`src/rtl/if_stage_pkg.sv`:
```
// if_stage_pkg: shared fetch-path widths, constants, stall indices and alignment helper.
package if_stage_pkg;
    localparam int InstAddrBus = 32;
    localparam int InstBus     = 32;
    typedef logic [InstAddrBus-1:0] inst_addr_t;
    typedef logic [InstBus-1:0]     inst_t;
    localparam inst_addr_t ZeroWord    = '0;
    localparam inst_t      NOP         = 32'h0;
    localparam logic       ChipEnable  = 1'b1;
    localparam logic       ChipDisable = 1'b0;
    localparam int STALL_PC = 0;
    localparam int STALL_IF = 1;
    localparam int STALL_ID = 2;
    function automatic inst_addr_t align_word(input inst_addr_t a);
        return {a[InstAddrBus-1:2], 2'b00};
    endfunction
endpackage

```
`src/rtl/if_stage_if.sv`:
```
// if_stage_if: control inputs, ROM port and IF/ID outputs of the fetch stage.
interface if_stage_if;
    import if_stage_pkg::*;
    logic [2:0] stall_i;
    logic       flush_i;
    inst_addr_t flush_pc_i;
    logic       branch_flag_i;
    inst_addr_t branch_target_i;
    inst_t      rom_inst_i;
    inst_addr_t rom_addr_o;
    logic       rom_ce_o;
    inst_addr_t id_pc_o;
    inst_t      id_inst_o;
    logic       id_valid_o;
    modport master (
        input  stall_i, flush_i, flush_pc_i, branch_flag_i, branch_target_i, rom_inst_i,
        output rom_addr_o, rom_ce_o, id_pc_o, id_inst_o, id_valid_o
    );
    modport slave (
        output stall_i, flush_i, flush_pc_i, branch_flag_i, branch_target_i, rom_inst_i,
        input  rom_addr_o, rom_ce_o, id_pc_o, id_inst_o, id_valid_o
    );
endinterface

```
`src/rtl/if_stage_if_id_reg.sv`:
```
// if_id_reg: IF/ID pipeline register with flush, bubble and hold behaviour.
module if_id_reg
    import if_stage_pkg::*;
(
    input  logic       clk,
    input  logic       rst,
    input  logic       flush_i,
    input  logic       stall_if_i,
    input  logic       stall_id_i,
    input  logic       ce_i,
    input  inst_addr_t pc_i,
    input  inst_t      inst_i,
    output inst_addr_t id_pc_o,
    output inst_t      id_inst_o,
    output logic       id_valid_o
);
    inst_addr_t pc_q, pc_d;
    inst_t      inst_q, inst_d;
    logic       valid_q, valid_d;
    logic       load, hold;
    // IF stalled while ID runs inserts a bubble; both stalled freezes the slot.
    always_comb begin
        hold    = stall_if_i && stall_id_i && !flush_i;
        load    = !flush_i && !stall_if_i && ce_i;
        pc_d    = hold ? pc_q    : load ? pc_i   : ZeroWord;
        inst_d  = hold ? inst_q  : load ? inst_i : NOP;
        valid_d = hold ? valid_q : load;
    end
    always_ff @(posedge clk) begin
        if (rst) begin
            pc_q    <= ZeroWord;
            inst_q  <= NOP;
            valid_q <= 1'b0;
        end else begin
            pc_q    <= pc_d;
            inst_q  <= inst_d;
            valid_q <= valid_d;
        end
    end
    assign id_pc_o    = pc_q;
    assign id_inst_o  = inst_q;
    assign id_valid_o = valid_q;
endmodule

```
`src/rtl/if_stage.sv`:
```
// if_stage: program counter and ROM chip-enable, feeding the IF/ID register.
// A branch that coincides with a PC stall is dropped; the controller must re-present it.
module if_stage
    import if_stage_pkg::*;
#(
    parameter inst_addr_t RESET_PC = 32'h0000_0000
) (
    input  logic clk,
    input  logic rst,
    if_stage_if.master bus
);
    localparam logic [0:0] OFF = ChipDisable;
    localparam logic [0:0] RUN = ChipEnable;
    logic [0:0] ce_q, ce_d;
    inst_addr_t pc_q, pc_d;
    // The PC keeps RESET_PC on the edge that brings ce up, so the first fetch is RESET_PC.
    always_comb begin
        ce_d = RUN;
        pc_d = (ce_q == OFF)                 ? RESET_PC :
               bus.flush_i                   ? align_word(bus.flush_pc_i) :
               bus.stall_i[STALL_PC]         ? pc_q :
               bus.branch_flag_i             ? align_word(bus.branch_target_i) :
                                               pc_q + inst_addr_t'(4);
    end
    always_ff @(posedge clk) begin
        if (rst) begin
            ce_q <= OFF;
            pc_q <= RESET_PC;
        end else begin
            ce_q <= ce_d;
            pc_q <= pc_d;
        end
    end
    assign bus.rom_addr_o = pc_q;
    assign bus.rom_ce_o   = (ce_q == RUN);
    if_id_reg u_if_id (
        .clk        (clk),
        .rst        (rst),
        .flush_i    (bus.flush_i),
        .stall_if_i (bus.stall_i[STALL_IF]),
        .stall_id_i (bus.stall_i[STALL_ID]),
        .ce_i       (ce_q == RUN),
        .pc_i       (pc_q),
        .inst_i     (bus.rom_inst_i),
        .id_pc_o    (bus.id_pc_o),
        .id_inst_o  (bus.id_inst_o),
        .id_valid_o (bus.id_valid_o)
    );
endmodule

```
`src/flat_wrapper.sv`:
```
// flat-port wrapper written by rule: the top's interface ports become plain ports
module if_stage_flat import if_stage_pkg::*;
#(
    parameter inst_addr_t RESET_PC = 32'h0000_0000
)
  (clk, rst, bus_stall_i, bus_flush_i, bus_flush_pc_i, bus_branch_flag_i, bus_branch_target_i, bus_rom_inst_i, bus_rom_addr_o, bus_rom_ce_o, bus_id_pc_o, bus_id_inst_o, bus_id_valid_o);
  if_stage_if bus_i ();
  input  logic clk;
  input  logic rst;
  input wire logic [$bits(bus_i.stall_i)-1:0] bus_stall_i;
  input wire logic [$bits(bus_i.flush_i)-1:0] bus_flush_i;
  input wire logic [$bits(bus_i.flush_pc_i)-1:0] bus_flush_pc_i;
  input wire logic [$bits(bus_i.branch_flag_i)-1:0] bus_branch_flag_i;
  input wire logic [$bits(bus_i.branch_target_i)-1:0] bus_branch_target_i;
  input wire logic [$bits(bus_i.rom_inst_i)-1:0] bus_rom_inst_i;
  output wire logic [$bits(bus_i.rom_addr_o)-1:0] bus_rom_addr_o;
  output wire logic [$bits(bus_i.rom_ce_o)-1:0] bus_rom_ce_o;
  output wire logic [$bits(bus_i.id_pc_o)-1:0] bus_id_pc_o;
  output wire logic [$bits(bus_i.id_inst_o)-1:0] bus_id_inst_o;
  output wire logic [$bits(bus_i.id_valid_o)-1:0] bus_id_valid_o;
  assign bus_i.stall_i = bus_stall_i;
  assign bus_i.flush_i = bus_flush_i;
  assign bus_i.flush_pc_i = bus_flush_pc_i;
  assign bus_i.branch_flag_i = bus_branch_flag_i;
  assign bus_i.branch_target_i = bus_branch_target_i;
  assign bus_i.rom_inst_i = bus_rom_inst_i;
  assign bus_rom_addr_o = bus_i.rom_addr_o;
  assign bus_rom_ce_o = bus_i.rom_ce_o;
  assign bus_id_pc_o = bus_i.id_pc_o;
  assign bus_id_inst_o = bus_i.id_inst_o;
  assign bus_id_valid_o = bus_i.id_valid_o;
  if_stage #(.RESET_PC(RESET_PC)) u_core (.clk(clk), .rst(rst), .bus(bus_i));
endmodule
```
`config.mk`:
```
export PLATFORM = sky130hd
export DESIGN_NAME = if_stage_flat
export DESIGN_NICKNAME = d
export VERILOG_FILES = /design/src/rtl/if_stage_pkg.sv /design/src/rtl/if_stage_if.sv /design/src/rtl/if_stage_if_id_reg.sv /design/src/rtl/if_stage.sv /design/src/flat_wrapper.sv
export SDC_FILE = /design/constraint.sdc
export NUM_CORES = 1
export LEC_CHECK = 0
export ABC_AREA = 1
export CAP_MARGIN = 20
export CORE_MARGIN = 1
export CORE_UTILIZATION = 39
export CTS_BUF_LIST = sky130_fd_sc_hd__clkbuf_4 sky130_fd_sc_hd__clkbuf_8 sky130_fd_sc_hd__clkbuf_16
export CTS_CLUSTER_SIZE = 25
export DETAILED_ROUTE_END_ITERATION = 7
export GPL_ROUTABILITY_DRIVEN = 0
export GPL_TIMING_DRIVEN = 1
export PLACE_DENSITY_LB_ADDON = 0.25
export REMOVE_ABC_BUFFERS = 1
export SYNTH_ARGS = -nofsm -noshare
export SYNTH_HDL_FRONTEND = slang
export SYNTH_SLANG_ARGS = --single-unit
```
`constraint.sdc`:
```
create_clock -name clk -period 1.5 [get_ports clk]
set_clock_uncertainty 0.05 [all_clocks]
set_input_delay 0.45 -clock clk [delete_from_list [all_inputs] [get_ports clk]]
set_output_delay 0.45 -clock clk [all_outputs]
set_load 0.05 [all_outputs]
```
# == Word-level counts from Yosys, hierarchy flattened ==
# Cells that the tools add are included.
# classes
addsub,1
eq_ne,1
mux,6
n_bitwise,1
n_reduce_logical,8
# op_table
operator,n
$mux W32,5
$add A32 B3 Y32 const B,1
$logic_and A1 B1 Y1,4
$reduce_or A3 Y1,1
$logic_not A1 Y1,2
$ne A2 B1 Y1 const B,1
$reduce_or A2 Y1,1
$mux W1,1
$not A1 Y1,1
# totals
ff_bits,98
inputBits,103
out_inout_bits,98
elab_cells,23

# == Logic depth before layout (Yosys ltp) ==
# Gate-level depths: netlist of the first run.
# depth
word_depth,4
mapped_depth,10
ltp_nobuf,10

# == Hierarchy ==
# From an unflattened synthesis of the first run, not the netlist that was laid out.
# hier_totals
cells_unflattened,780
hier_area_um2,5188.7
# by_module_without_submodules
mod,n_inst,cells_per_inst,area_each_um2
if_id_reg,1,304,2605.0
if_stage,1,476,2583.7

# == Least setup slack after synthesis of the first run ==
# No wires, ideal clock.
# synth_path
path_type,reg2reg
start,"register u_core.pc_q[3], in the netlist u_core.bus.rom_addr_o[3]"
end,"register u_core.pc_q[16], in the netlist u_core.bus.rom_addr_o[16]"
arrival_ps,1807
t_required_ps,1321
path_slack_ps,-486
stages_incl_launch_ff,9
synth_period_minus_slack_ps,1986
path_cell_list,dfxtp_1 ha_1 nand3_1 nor2_1 nand3_1 nand2_1 nand3_1 a21oi_1 nor2_1
# synth_via
elab_chain_len,4
# synth_rtl
item,line,source
start: declaration,if_stage.sv:15,"inst_addr_t pc_q, pc_d;"
start signal: assignment,if_stage.sv:31,pc_q <= pc_d;
$add A32 B3 Y32,if_stage.sv:23,pc_q + inst_addr_t'(4);
$mux W32,if_stage.sv:22,bus.branch_flag_i ? align_word(bus.branch_target_i) :
$mux W32,if_stage.sv:21,bus.stall_i[STALL_PC] ? pc_q :
$mux W32,if_stage.sv:20,bus.flush_i ? align_word(bus.flush_pc_i) :
# Every way passes these cells. The select of a mux whose other input is x is not followed.
# A chain may end at the register's enable or synchronous reset.

# == Final worst setup path of the first run ==
# layout_path
start,"register u_core.pc_q[3], in the netlist u_core.bus.rom_addr_o[3]"
end,"register u_core.pc_q[17], in the netlist u_core.bus.rom_addr_o[17]"
# Same word-level chain as after synthesis.

==> reports/qor.csv, run 1 <==
metric,value,unit
status,"complete, but fails checks",
failing checks,negative setup slack,
DP HPWL,12.5,mm
minimum clock period,1.51,ns
hold crit path type,primary input to flop,
Int Power,4.65,mW
post-DR vias/cell,4.96,
# port buffers,196,
first-pass GRT wire length,27.2,mm
post-DR wirelength/cell,14.8,um
drt first pass iters,5,
Fill cells,851,
Post-Syn Instances,764,
Reg area,2020,um^2
Setup TNS Final,-0.0317,ns
Reg power frac,42.9,%
register area share after synthesis,40.6,%
Post-synth EDFFs,0,
Hold Path Origin,rst,
leading cell type by number of instances after synthesis,nand2_1,
Worst setup SP type,flop,
row cnt,40,
"Clk Latency, worst-skew pair",0.35,ns
Power Dens Cells,693,nW/um^2
synthesized area,4830,um^2
multi-input logic area,2690,um^2
CP Capture Type,flop,
CP arrival,1.69,ns
peak supply drop,0.000452,V
biggest area consumer among synthesized cells,dfxtp_1,
"FFs w/ async S/R, synth",0,%
Max Cap Violations,0,
Hold Path Stages,4,
P_leak,3.46,nW
via count,5850,
maximum fanout along the worst path,5,
Placeable Area,12100,um^2
ANT nets after route,0,
Overall Global Routing Usage,26.6,%
overall power consumption,6.33,mW
vias in the first global route,5515,
reg2reg end,u_core.bus.rom_addr_o[17]$_SDFFE_PP0P_,
final period utilization,101,%
Net Sw Frac,26.6,%
R2R cell count,8,
top post-synthesis cells by count,"nand2_1, nor2_1, dfxtp_1",
Psw,1.68,mW
Setup WS post-layout,-0.0112,ns
CTS tree,yes,
H-tree levels,3,
Max Root-Sink Buffers,2,
largest net degree at the start of global routing,47,
share of layout cells above drive strength 1,27.5,%
DRC,0,
FMAX,662,MHz
Yosys warning total,0,
Worst Hold Path EP,u_core.bus.rom_addr_o[0]$_SDFFE_PP0N_,
cts bufs inserted,9,
Rel. slew slack,81.8,%
root buffer cell,clkbuf_16,
final WL,17.4,mm
synth top area cells,"dfxtp_1, nand2_1, a21oi_1, nor2_1, inv_1",
unrepaired setup endpoints after global routing,yes,
Die Area,12800,um^2
Area Overhead vs Synth,89.3,%
post-synthesis area per instance,6.32,um^2
Logic pwr share,20.4,%
final-report hold violation count,0,
count of different cell masters after synthesis,25,
R2R Setup Slk,-0.01,ns
n_diodes,0,
clock power share,36.6,%
Critical Path RT,1.68,ns
Seq cells post-synth,98,
setup violators final,3,
Clock transition at path regs,0.07,ns
Die Ht,113,um
Iter 0 DRT Violations,376,
grt total ovfl,0,
Initial Util,40.0,%
initial antenna violation count,0,
r2r startpoint,u_core.bus.rom_addr_o[3]$_SDFFE_PP0P_,
CTS Sinks,98,
Worst-Margin Slew,0.273,ns
Synth top area share,40.6,%
Place WS,-0.581,ns
critical path class,flop to flop,
max-slew violations,0,
die extent in x,113,um
ys flop type,dfxtp_1,
Final nets,1110,
I/O pins,201,
metrics by stage:
stage               util, %  hold slack, ns  cell area (um^2)  std cells
floorplan                 -           0.457              4660        725
global placement       69.8           0.436              8420       1154
detailed placement     69.8           0.442              8420       1154
CTS                    73.2           0.432              8820       1172
global route           75.7           0.468              9140       1179
finish                 75.7           0.445              9140       1179
how the worst max path moves through the flow:
stage                                          startpoint                                   endpoint  slack, ns  cells past startpoint
global placement                              bus_flush_i  u_core.u_if_id.id_inst_o[13]$_SDFFE_PP0N_      -0.52                      6
CTS                 u_core.bus.rom_addr_o[3]$_SDFFE_PP0P_     u_core.bus.rom_addr_o[16]$_SDFFE_PP0P_     -0.007                      9
global route        u_core.bus.rom_addr_o[3]$_SDFFE_PP0P_     u_core.bus.rom_addr_o[14]$_SDFFE_PP0P_      -0.09                      9
detailed placement                            bus_flush_i  u_core.u_if_id.id_inst_o[12]$_SDFFE_PP0N_      -0.58                      6
floorplan                     u_core.bus.rom_ce_o$_DFF_P_     u_core.u_if_id.id_valid_o$_SDFFE_PP0N_      -2.78                      4
finish              u_core.bus.rom_addr_o[3]$_SDFFE_PP0P_     u_core.bus.rom_addr_o[17]$_SDFFE_PP0P_      -0.01                      8
state kept, by name (all words and copies together), names as in the netlist:
| register | count |
|---|---|
| u_core.u_if_id.id_valid_o | 1 |
| u_core.bus.rom_addr_o | 32 |
| u_core.u_if_id.id_inst_o | 32 |
| u_core.u_if_id.id_pc_o | 32 |
| u_core.bus.rom_ce_o | 1 |
worst max-delay path, stage by stage (launching register included):
cell     delay [ns]
dfxtp_2        0.37
buf_6          0.14
nand2_4        0.06
nor2_4         0.23
nand2_4        0.11
o21ai_2        0.16
nand3_1        0.11
a21oi_2        0.13
nor2_1         0.05
layout by cell type, fill, tap and decap left out, types with 3 or more instances in the layout:
cell type	n
o21ai_0	27
dfxtp_2	20
nor2_1	87
nor2_2	16
buf_12	108
xor2_1	5
nand3_4	3
clkdlybuf4s50_1	94
dfxtp_1	70
inv_1	50
a21oi_1	81
nand2_2	8
dfxtp_4	8
a31oi_1	10
clkbuf_16	9
buf_6	21
buf_4	42
a21oi_2	5
nand3_1	33
o21ai_2	5
nand2_1	264
nor2_4	8
nand4_1	3
nand2_4	5
inv_2	6
power by group through the flow:
stage	registers [mW]	logic, mW	clock network [mW]
global placement	2.77	1.23	0
detailed placement	2.77	1.24	0
CTS	2.72	1.26	2.36
floorplan	2.96	0.253	0
finish	2.72	1.29	2.32
global route	2.72	1.38	2.49
what timing repair did:
item,in CTS,in global routing
endpoints found under the setup margin,118,57
hold buffers,0,0
buffers inserted,2,8
gates resized for setup,37,85
cloned,1,0
pin swaps,1,25
kinds of logic after synthesis:
kind of cell	after synthesis	share of synthesized area, %
buffers and inverters	96	7.96
adder cells (fa/ha/maj)	1	0.259
AND/OR/NAND/NOR	433	36.2
flip-flops	98	40.6
XOR/XNOR	6	1.09
AO/OA/AOI/OAI	130	13.8
per-layer routing:
layer	up-vias	wire (um)	track usage (%)
li1	2893	-	-
met1	2687	7240	32.8
met2	241	8580	46.1
met3	29	1210	5.41
met4	0	396	9.39
met5	-	0	0
final cells by class:
cell class                      instances  area share (%)
Timing Repair Buffer                  270            40.6
Inverter                               57            2.34
Clock buffer                           11            2.63
Sequential cell                        98            22.1
Tap cell                              168            2.30
Multi-Input combinational cell        570            29.4
Clock inverter                          5           0.603
(Power assumes the default switching activity.)
==> inputs of run 2 (changes only) <==
--- a/config.mk
+++ b/config.mk
@@ -7,7 +7,6 @@
 export LEC_CHECK = 0
 export ABC_AREA = 1
 export CAP_MARGIN = 20
-export CORE_MARGIN = 1
 export CORE_UTILIZATION = 39
 export CTS_BUF_LIST = sky130_fd_sc_hd__clkbuf_4 sky130_fd_sc_hd__clkbuf_8 sky130_fd_sc_hd__clkbuf_16
 export CTS_CLUSTER_SIZE = 25
==> results of run 2 <==
Same layout as run 1: the final DEF is identical, and so are final timing and power.
==> inputs of run 3 (changes only) <==
--- a/config.mk
+++ b/config.mk
@@ -6,7 +6,6 @@
 export NUM_CORES = 1
 export LEC_CHECK = 0
 export ABC_AREA = 1
-export CAP_MARGIN = 20
 export CORE_UTILIZATION = 39
 export CTS_BUF_LIST = sky130_fd_sc_hd__clkbuf_4 sky130_fd_sc_hd__clkbuf_8 sky130_fd_sc_hd__clkbuf_16
 export CTS_CLUSTER_SIZE = 25
==> results of run 3 <==
Same layout as run 1: the final DEF is identical, and so are final timing and power.
